## config.mk

```make
export PLATFORM = sky130hd
export DESIGN_NAME = param_bus_arbiter
export DESIGN_NICKNAME = d
export VERILOG_FILES = /design/src/rtl/synth_bus_pkg.sv /design/src/rtl/param_bank_decode.sv /design/src/rtl/param_bus_arbiter.sv
export SDC_FILE = /design/constraint.sdc
export NUM_CORES = 1
export LEC_CHECK = 0
export ABC_AREA = 1
export CAP_MARGIN = 15
export CORE_ASPECT_RATIO = 1.2
export CORE_MARGIN = 2
export CORE_UTILIZATION = 60
export CTS_BUF_LIST = sky130_fd_sc_hd__clkbuf_16
export DETAILED_ROUTE_END_ITERATION = 10
export DONT_BUFFER_PORTS = 1
export GPL_TIMING_DRIVEN = 0
export PLACE_DENSITY = 0.87
export SYNTH_ARGS = -nofsm -noshare
export SYNTH_HDL_FRONTEND = slang
export SYNTH_SLANG_ARGS = --single-unit
```

## constraint.sdc

```tcl
create_clock -name reg_clk -period 1.67 [get_ports reg_clk]
set_clock_uncertainty 0.15 [all_clocks]
set_input_delay 0.2505 -clock reg_clk [delete_from_list [all_inputs] [get_ports reg_clk]]
set_output_delay 0.2505 -clock reg_clk [all_outputs]
set_load 0.05 [all_outputs]
```

## src/rtl/synth_bus_pkg.sv

```systemverilog
`default_nettype none
// ============================================================================
// Module      : synth_bus_pkg
// Description : Shared types and bank codes for the synth parameter bus arbiter.
// Revision    : 1.0 - initial release
// ============================================================================
package synth_bus_pkg;

    typedef enum logic [1:0] {
        IDLE   = 2'd0,
        STROBE = 2'd1,
        WAIT   = 2'd2,
        DONE   = 2'd3
    } arb_state_t;

    typedef enum logic {
        REQ_CPU = 1'b0,
        REQ_SYX = 1'b1
    } req_t;

    localparam logic [2:0] BANK_ENV = 3'd0;
    localparam logic [2:0] BANK_OSC = 3'd1;
    localparam logic [2:0] BANK_M1  = 3'd2;
    localparam logic [2:0] BANK_M2  = 3'd3;
    localparam logic [2:0] BANK_COM = 3'd5;

    localparam int SEL_W = 5;

endpackage : synth_bus_pkg
`default_nettype wire

```

## src/rtl/param_bank_decode.sv

```systemverilog
`default_nettype none
// ============================================================================
// Module      : param_bank_decode
// Description : Bank code to one-hot engine select {com,m2,m1,osc,env}.
// Revision    : 1.0 - initial release
// ============================================================================
module param_bank_decode
    import synth_bus_pkg::*;
(
    input  logic [2:0]       bank_i,
    output logic [SEL_W-1:0] sel_o,
    output logic             unmapped_o
);

    always_comb begin
        sel_o      = '0;
        unmapped_o = 1'b0;
        case (bank_i)
            BANK_ENV: sel_o = 5'b00001;
            BANK_OSC: sel_o = 5'b00010;
            BANK_M1:  sel_o = 5'b00100;
            BANK_M2:  sel_o = 5'b01000;
            BANK_COM: sel_o = 5'b10000;
            default:  unmapped_o = 1'b1;
        endcase
    end

endmodule : param_bank_decode
`default_nettype wire

```

## src/rtl/param_bus_arbiter.sv

```systemverilog
`default_nettype none
// ============================================================================
// Module      : param_bus_arbiter
// Description : Round-robin CPU/SysEx sequencer driving the synth engine
//               parameter bus with one-cycle strobes and read-latency wait.
// Revision    : 1.0 - initial release
// ============================================================================
module param_bus_arbiter
    import synth_bus_pkg::*;
#(
    parameter int RD_LAT = 2,
    parameter int ADDR_W = 7
)
(
    input  logic              reg_clk,
    input  logic              reset_reg_n,
    input  logic              cpu_cs,
    input  logic              cpu_rd,
    input  logic              cpu_wr,
    input  logic [ADDR_W+2:0] cpu_addr,
    input  logic [7:0]        cpu_wdata,
    output logic [31:0]       cpu_rdata,
    output logic              cpu_waitreq,
    input  logic              syx_req,
    input  logic              syx_we,
    input  logic [2:0]        syx_bank,
    input  logic [ADDR_W-1:0] syx_addr,
    input  logic [7:0]        syx_wdata,
    output logic              syx_ack,
    output logic [7:0]        syx_rdata,
    output logic [ADDR_W-1:0] adr,
    output logic              env_sel,
    output logic              osc_sel,
    output logic              m1_sel,
    output logic              m2_sel,
    output logic              com_sel,
    output logic              read,
    output logic              write,
    output logic [7:0]        synth_data_in,
    input  logic [7:0]        synth_data_out,
    output logic              bank_err,
    output logic              busy
);

    localparam logic [2:0] CNT_INIT = 3'(RD_LAT - 1);

    arb_state_t        state_q, state_d;
    req_t              req_q, req_d;
    req_t              rr_last_q, rr_last_d;
    logic              we_q, we_d;
    logic              unmapped_q, unmapped_d;
    logic [SEL_W-1:0]  sel_q, sel_d;
    logic [ADDR_W-1:0] adr_q, adr_d;
    logic [7:0]        wdata_q, wdata_d;
    logic [7:0]        rdata_q, rdata_d;
    logic [2:0]        cnt_q, cnt_d;

    logic              cpu_pend;
    logic              grant_syx;
    logic [2:0]        req_bank;
    logic [SEL_W-1:0]  dec_sel;
    logic              dec_unmapped;

    // A simultaneous rd+wr from the CPU is treated as a write.
    assign cpu_pend  = cpu_cs & (cpu_rd | cpu_wr);
    assign grant_syx = syx_req & (~cpu_pend | (rr_last_q == REQ_CPU));
    assign req_bank  = grant_syx ? syx_bank : cpu_addr[ADDR_W+2:ADDR_W];

    param_bank_decode u_decode (
        .bank_i     (req_bank),
        .sel_o      (dec_sel),
        .unmapped_o (dec_unmapped)
    );

    always_ff @(posedge reg_clk or negedge reset_reg_n) begin
        if (!reset_reg_n) begin
            state_q    <= IDLE;
            req_q      <= REQ_CPU;
            rr_last_q  <= REQ_SYX;
            we_q       <= 1'b0;
            unmapped_q <= 1'b0;
            sel_q      <= '0;
            adr_q      <= '0;
            wdata_q    <= '0;
            rdata_q    <= '0;
            cnt_q      <= '0;
        end else begin
            state_q    <= state_d;
            req_q      <= req_d;
            rr_last_q  <= rr_last_d;
            we_q       <= we_d;
            unmapped_q <= unmapped_d;
            sel_q      <= sel_d;
            adr_q      <= adr_d;
            wdata_q    <= wdata_d;
            rdata_q    <= rdata_d;
            cnt_q      <= cnt_d;
        end
    end

    always_comb begin
        state_d    = state_q;
        req_d      = req_q;
        rr_last_d  = rr_last_q;
        we_d       = we_q;
        unmapped_d = unmapped_q;
        sel_d      = sel_q;
        adr_d      = adr_q;
        wdata_d    = wdata_q;
        rdata_d    = rdata_q;
        cnt_d      = cnt_q;
        case (state_q)
            IDLE: begin
                if (cpu_pend || syx_req) begin
                    state_d    = STROBE;
                    req_d      = grant_syx ? REQ_SYX : REQ_CPU;
                    we_d       = grant_syx ? syx_we : cpu_wr;
                    adr_d      = grant_syx ? syx_addr : cpu_addr[ADDR_W-1:0];
                    wdata_d    = grant_syx ? syx_wdata : cpu_wdata;
                    sel_d      = dec_sel;
                    unmapped_d = dec_unmapped;
                    // Cleared so writes and unmapped reads return zero.
                    rdata_d    = '0;
                end
            end
            STROBE: begin
                if (unmapped_q || we_q) begin
                    state_d = DONE;
                end else begin
                    state_d = WAIT;
                    cnt_d   = CNT_INIT;
                end
            end
            WAIT: begin
                if (cnt_q == 3'd0) begin
                    rdata_d = synth_data_out;
                    state_d = DONE;
                end else begin
                    cnt_d = cnt_q - 3'd1;
                end
            end
            DONE: begin
                rr_last_d = req_q;
                state_d   = IDLE;
            end
            default: state_d = IDLE;
        endcase
    end

    assign adr           = adr_q;
    assign synth_data_in = wdata_q;
    assign env_sel       = sel_q[0];
    assign osc_sel       = sel_q[1];
    assign m1_sel        = sel_q[2];
    assign m2_sel        = sel_q[3];
    assign com_sel       = sel_q[4];

    assign read        = (state_q == STROBE) & ~unmapped_q & ~we_q;
    assign write       = (state_q == STROBE) & ~unmapped_q & we_q;
    assign bank_err    = (state_q == STROBE) & unmapped_q;
    assign busy        = (state_q != IDLE);
    assign cpu_waitreq = ~((state_q == DONE) & (req_q == REQ_CPU));
    assign syx_ack     = (state_q == DONE) & (req_q == REQ_SYX);
    assign cpu_rdata   = {24'd0, rdata_q};
    assign syx_rdata   = rdata_q;

endmodule : param_bus_arbiter
`default_nettype wire

```

==> flow_summary.json, run 1 <==
{
  "result_of_the_run": "complete, but fails checks",
  "failed_checks": "setup timing",
  "drt.antenna.violating_nets": 0,
  "ys_async_sr_fraction_pct": 100,
  "wire_length_of_the_first_global_routing_pass_um": 8400,
  "design.die.area_mm2": 0.00423,
  "peak_vdd_ir_mv": 1.37,
  "synthCells": 264,
  "cap_viol_max_count": 0,
  "yosys.area_share.xor_xnor_pct": 0,
  "crit_path_start_kind": "register",
  "synthMuxAreaShare_pct": 0,
  "sequential_cell_area_um2": 928,
  "via_count_of_the_first_global_routing_pass": 1937,
  "power_leakage_nw": 1.45,
  "boundaryPins": 117,
  "synth_compound_gate_area_share_pct": 13.4,
  "final_layout_size_suffix_gt1_share_pct": 32.6,
  "post-route-drc-count": 0,
  "synth-adder-area-share_pct": 3.92,
  "syn2layout_area_growth_pct": 30.2,
  "seq_total_area_yosys_pct": 41.5,
  "area_of_combinational_cells_with_multiple_inputs_mm2": 0.00107,
  "synth_cell_count_leaders": "sky130_fd_sc_hd__nand2_1 (66), sky130_fd_sc_hd__dfrtp_1 (36), sky130_fd_sc_hd__buf_4 (34), sky130_fd_sc_hd__a21oi_2 (19), sky130_fd_sc_hd__nor2_1 (16)",
  "hold_slack_ns": 0.00287,
  "chipHeight_um": 70.8,
  "totalPowerFinal_mw": 6.37,
  "io_buffer_count": 0,
  "layout_setup_ws_ns": -0.103,
  "sw_frac_of_total_pct": 55.5,
  "fillers": 248,
  "yosysWarningCount": 0,
  "floorplan.die.width_um": 59.7,
  "final_period_demand_of_the_worst_path_ns": 1.77,
  "dp_hpwl_um": 3530,
  "root_buffer": "sky130_fd_sc_hd__clkbuf_16",
  "syn_area_per_cell_um2": 8.46,
  "grt_start_max_net_pins": 38,
  "yosys_top_cell_area_share_pct": 40.4,
  "max-slew-margin-rel_pct": 63.6,
  "tritoncts": "done",
  "initial_core_util_pct": 61.9,
  "finalWirelength_um": 5380,
  "core_mm2": 0.00360,
  "post_synth_main_area_contributors": "sky130_fd_sc_hd__dfrtp_1 (40%), sky130_fd_sc_hd__buf_4 (11%), sky130_fd_sc_hd__nand2_1 (11%)",
  "vias_per_cell": 5.20,
  "post_syn_area_mm2": 0.00223,
  "clockBufferDepth": 2,
  "final_nets": 382,
  "synthesized_flop_and_latch_total": 37,
  "switchingPower_mw": 3.54,
  "final_min_period_over_clock_period_pct": 106,
  "timing.final.max_slew_violations": 0,
  "gr-total-overflow": 0,
  "achievable-frequency_ghz": 0.564,
  "worstPathRequired_ns": 1.27,
  "class_of_the_worst_hold_path": "in -> reg",
  "cts-htree-levels": 2,
  "critical_path_class": "reg -> out",
  "netlist.top_cell.by_area": "sky130_fd_sc_hd__dfrtp_1",
  "p_seq_share_pct": 43.1,
  "placementRows": 24,
  "cp_endpoint_kind": "output pin",
  "antennaDiodeCount": 0,
  "synthMostInstantiatedCell": "sky130_fd_sc_hd__nand2_1",
  "power_frac_comb_pct": 43.4,
  "placement.cell_area_mm2": 0.00238,
  "track_usage_pct": 25.7,
  "pre_cts_slack_ns": -0.185,
  "critPathArrivalTime_ns": 1.37,
  "first_pass_iters": 4,
  "synth_enable_flop_cells": 0,
  "setup-violations-final": 5,
  "dr_total_vias": 1892,
  "core_occupancy_in_the_finished_layout_pct": 80.6,
  "power.density_cell_area_mw_per_mm2": 2190,
  "worstSkewPairLatency_ns": 0.27,
  "timing_hold_violations_final": 0,
  "worst_path_maximum_fanout": 3,
  "clockPowerShare_pct": 13.6,
  "synth_cell_types": 29,
  "antenna_found_initial": 0,
  "finalWeightedCongestion": 0.806,
  "cts.sink_count": 37,
  "detailedRoute.firstIterationViolations": 87,
  "intPower_mw": 2.83,
  "grt_setup_unrepaired": "yes",
  "tightest_slew_ns": 0.544,
  "postLayoutCellArea_mm2": 0.00291,
  "synth_area_in_simple_gates_pct": 23.3,
  "path_clk_slew_ns": 0.05,
  "synth-main-ff-cell": "sky130_fd_sc_hd__dfrtp_1",
  "wl_per_cell_um": 14.8,
  "combinational_family_with_the_most_area_after_synthesis": "simple AND/OR/NAND/NOR gates",
  "tritoncts.num_buffers": 5
}
## flip-flops by register name, indices dropped and copies added (netlist names)
register / cells
synth_data_in: 8
syx_rdata: 8
adr: 7
sel_q: 5
cnt_q: 3
state_q: 2
req_q: 1
rr_last_q: 1
unmapped_q: 1
we_q: 1
## cells in the final DEF (no fill, tap or decap), drive strengths merged
| cell | count |
|---|---|
| nand2 | 75 |
| buf | 45 |
| dfrtp | 36 |
| a21oi | 33 |
| dlygate4sd3 | 25 |
| conb | 24 |
| inv | 20 |
| nor2 | 18 |
| nand3 | 16 |
| o21ai | 9 |
| ha | 7 |
| clkbuf | 5 |
| clkinvlp | 2 |
| nor3 | 2 |
| and2 | 1 |
| or2 | 1 |
| nand4 | 1 |
| nand3b | 1 |
| o22ai | 1 |
| o21a | 1 |
| clkinv | 1 |
| dfstp | 1 |
## power by group through the flow
| stage | Sequential (mW) | Combinational [mW] | Clock (mW) |
|---|---|---|---|
| floorplan | 2.64 | 2.04 | 0 |
| global placement | 2.72 | 2.24 | 0 |
| detailed placement | 2.73 | 2.33 | 0 |
| CTS | 2.73 | 2.58 | 0.880 |
| global route | 2.79 | 3.00 | 0.919 |
| finish | 2.75 | 2.76 | 0.864 |
## worst paths after layout
path,from,end,slack (ns),depth (start not counted)
max in group asynchronous,reset_reg_n,rr_last_q,0.83,2
hold / removal,cpu_wdata[7],synth_data_in[7],0.003,2
hold reg to reg,cnt_q[0],cnt_q[0],0.34,2
setup / recovery,state_q[1],read,-0.10,4
setup reg to reg,state_q[1],syx_rdata[0],0.02,9
min in group asynchronous,reset_reg_n,state_q[0],0.28,2
## final cells by class
class	instances	share of cell area, %
Buffer	40	10.9
Tap cell	39	1.68
Clock buffer	5	4.31
Multi-Input combinational cell	190	36.9
Sequential cell	37	32.0
Timing Repair Buffer	30	10.8
Clock inverter	3	0.388
Inverter	20	3.10
## worst max-delay path, cell delays in order (launching register included)
cell and delay (ns):
sky130_fd_sc_hd__dfrtp_1 0.39, sky130_fd_sc_hd__inv_2 0.08, sky130_fd_sc_hd__ha_4 0.15, sky130_fd_sc_hd__inv_4 0.05, sky130_fd_sc_hd__nor3_4 0.42
## what timing repair did
item,4_1_cts,5_1_grt
hold buffers,26,0
endpoints found under the setup margin,21,28
pin swaps,1,1
endpoints found under the hold margin,60,0
setup buffers,2,2
resized for setup,14,7
## cells by family after synthesis
group | Yosys count
AO/OA/AOI/OAI | 44
adder cells (fa/ha/maj) | 7
buffers and inverters | 60
flip-flops | 37
other | 1
AND/OR/NAND/NOR | 115
## through the flow
| stage | std cells | setup TNS, ns |
|---|---|---|
| after floorplan | 287 | -0.157 |
| after global placement | 326 | -0.308 |
| after detailed placement | 326 | -0.647 |
| after CTS | 362 | -0.407 |
| after global routing | 364 | -0.844 |
| final | 364 | -0.378 |
## per-layer routing
metal	GRT usage, %	wire length [um]	vias up
met5	0	0	-
met4	10.4	116	0
met3	7.31	464	11
met2	45.8	2790	98
met1	27.6	2010	873
li1	-	-	910
No activity file was read; power rests on OpenSTA's default activity.
==> run 2: changes to the inputs <==
--- a/config.mk
+++ b/config.mk
@@ -17,4 +17,5 @@
 export PLACE_DENSITY = 0.87
 export SYNTH_ARGS = -nofsm -noshare
 export SYNTH_HDL_FRONTEND = slang
+export SYNTH_HIERARCHICAL = 1
 export SYNTH_SLANG_ARGS = --single-unit
==> flow_summary.json, run 2 <==
{
  "via_count_of_the_first_global_routing_pass": 2048,
  "ys_async_sr_fraction_pct": 100,
  "synthMostInstantiatedCell": "sky130_fd_sc_hd__nand2_1",
  "hold-path-cell-count": 4,
  "timing.critical_path.slowest_cell_delay_ns": 0.49,
  "met2_wirelength_um": 3380,
  "cts.sink_count": 37,
  "path_clk_slew_ns": 0.06,
  "final_min_period_over_clock_period_pct": 114,
  "cpMaxStageDelayCell": "sky130_fd_sc_hd__nor3b_4",
  "drt.antenna.violating_nets": 0,
  "wire_length_of_the_first_global_routing_pass_um": 8750,
  "seq_total_area_yosys_pct": 38.7,
  "synth-main-ff-cell": "sky130_fd_sc_hd__dfrtp_1",
  "timing_hold_violations_final": 0,
  "timing.rr.start": "state_q[1]",
  "layout_commonest_cell": "sky130_fd_sc_hd__nand2_1",
  "clockBufferDepth": 2,
  "tritoncts.num_buffers": 5,
  "cts-htree-levels": 2,
  "chipHeight_um": 73.2,
  "synthesized_flop_and_latch_total": 37,
  "failed_checks": "setup timing",
  "post-route-drc-count": 0,
  "yosys_top_cell_area_share_pct": 37.6,
  "fillers": 281,
  "crit_start": "state_q[1]",
  "timing.final.max_slew_violations": 0,
  "timing.reg2reg.setup_slack_ns": -0.14,
  "result_of_the_run": "complete, but fails checks",
  "initial_core_util_pct": 61.7,
  "synthMuxAreaShare_pct": 0,
  "vias_per_cell": 5.08,
  "design.die.area_mm2": 0.00451,
  "timing.rr.end": "cnt_q[1]",
  "syn2layout_area_growth_pct": 29.8,
  "met3WireLength_um": 528,
  "pre_cts_slack_ns": -0.276,
  "netlist.top_cell.by_area": "sky130_fd_sc_hd__dfrtp_1",
  "timing.critical_path.cells": "inv_2 > ha_4 > inv_4 > nor3b_4",
  "cap_viol_max_count": 0,
  "synth-adder-area-share_pct": 3.66,
  "antenna_found_initial": 0,
  "final.setup.tns_ns": -3.67,
  "class_of_the_worst_hold_path": "in -> reg",
  "commonest_cells_after_routing_fill_and_taps_aside": "sky130_fd_sc_hd__nand2_1 (104), sky130_fd_sc_hd__buf_4 (49), sky130_fd_sc_hd__inv_1 (41)",
  "min_delay_startpoint": "cpu_addr[5]",
  "floorplan.die.width_um": 61.7,
  "peak_vdd_ir_mv": 1.02,
  "finalWeightedCongestion": 0.823,
  "post_synth_main_area_contributors": "sky130_fd_sc_hd__dfrtp_1 (38%), sky130_fd_sc_hd__nand2_1 (18%), sky130_fd_sc_hd__buf_4 (11%)",
  "syn_area_per_cell_um2": 7.44,
  "yosysWarningCount": 6,
  "boundaryPins": 117,
  "gr-total-overflow": 0,
  "power.density_cell_area_mw_per_mm2": 2190,
  "synth_cell_types": 30,
  "dr_total_vias": 2205,
  "track_usage_pct": 26.3,
  "grt_start_max_net_pins": 38,
  "worst_path_maximum_fanout": 2,
  "max-slew-margin-rel_pct": 62.3,
  "finalWirelength_um": 6360,
  "synth_compound_gate_area_share_pct": 2.72,
  "root_buffer": "sky130_fd_sc_hd__clkbuf_16",
  "postLayoutCellArea_mm2": 0.00311,
  "critPathArrivalTime_ns": 1.50,
  "final_nets": 437,
  "yosys.area_share.xor_xnor_pct": 0.366,
  "critical_path_class": "reg -> out",
  "synthCells": 322,
  "wl_per_cell_um": 14.6,
  "worstPathRequired_ns": 1.27,
  "final_layout_size_suffix_gt1_share_pct": 28.7,
  "antennaDiodeCount": 0,
  "worstSkewPairLatency_ns": 0.28,
  "cp_endpoint_kind": "output pin",
  "crit_path_start_kind": "register",
  "detailedRoute.firstIterationViolations": 163,
  "dp_hpwl_um": 3840,
  "synth_enable_flop_cells": 0,
  "first_pass_iters": 4,
  "tritoncts": "done",
  "power_leakage_nw": 1.77,
  "synth_area_in_simple_gates_pct": 32.2,
  "combinational_family_with_the_most_area_after_synthesis": "simple AND/OR/NAND/NOR gates",
  "layout_setup_ws_ns": -0.228,
  "hold_end": "adr[5]",
  "wl_met1_um": 2240,
  "post_syn_area_mm2": 0.00239,
  "io_buffer_count": 0,
  "final_period_demand_of_the_worst_path_ns": 1.90,
  "dr.max_layer_used": "met4",
  "core_mm2": 0.00388,
  "r2r.worst_path.cells": 9,
  "placementRows": 25,
  "achievable-frequency_ghz": 0.527,
  "grt_setup_unrepaired": "yes",
  "setup-violations-final": 40,
  "tightest_slew_ns": 0.565,
  "synth_cell_count_leaders": "sky130_fd_sc_hd__nand2_1 (115), sky130_fd_sc_hd__inv_1 (46), sky130_fd_sc_hd__dfrtp_1 (36), sky130_fd_sc_hd__nand3_1 (36), sky130_fd_sc_hd__buf_4 (35)",
  "placement.cell_area_mm2": 0.00255
}
==> run 2: timing repair <==
item / 4_1_cts / 5_1_grt
gates resized for setup: 19 / 34
hold endpoints to repair: 45 / 0
buffers inserted: 4 / 13
pin swaps: 1 / 2
setup endpoints to repair: 35 / 41
hold buffers: 10 / 0
==> run 2: how the worst max path moves through the flow <==
stage / end / slack, ns / cells after the start
6_report: write / -0.23 / 4
5_1_grt: write / -0.27 / 4
4_1_cts: write / -0.18 / 4
3_5_place_dp: read / -0.28 / 4
3_3_place_gp: read / -0.26 / 4
2_1_floorplan: read / -0.17 / 4
==> run 2: layout make-up <==
type	count	area, um2	share of cell area, %
sequential	37	931	30.0
clock inverter	3	13.8	0.443
tap	54	67.6	2.17
timing repair buffer	27	245	7.89
clock buffer	5	125	4.03
buffer	44	363	11.7
multi-input combinational	216	1160	37.3
inverter	48	203	6.52
==> run 2: cells by family after synthesis <==
family,Yosys count
xor+xnor,1
compound gates,8
buf+inv,92
other cells,1
fa+ha+maj,7
simple gates,176
flops,37
==> run 2: layer usage <==
metal	vias to the layer above	GRT usage, %
met5	-	0
met4	0	11.8
met3	23	9.04
met2	121	47.0
met1	1025	26.4
li1	1036	-
==> run 2: through the flow <==
stage                     power (mW)  hold WS (ns)  instances  utilization (%)
after floorplan                 4.63        -0.195        345                -
after global placement          4.93        -0.194        399             65.8
after detailed placement        5.03        -0.194        399             65.8
after CTS                       6.23        0.0340        421             74.9
after global routing            7.17        0.0506        434             80.1
final                           6.80        0.0348        434             80.1
==> run 2: where the power goes <==
group | switching, mW | total [mW] | internal [mW]
clock network | 0.359 | 0.900 | 0.542
logic | 1.98 | 3.17 | 1.19
registers | 1.42 | 2.73 | 1.31
total | 3.76 | 6.80 | 3.04
==> run 2: worst max-delay path, delay by kind of cell, from the launching register on <==
kind,cells,cell delay (ns)
adders and majority gates,1,0.15
buffers and inverters,2,0.15
and+or+nand+nor,1,0.49
DFF,1,0.43
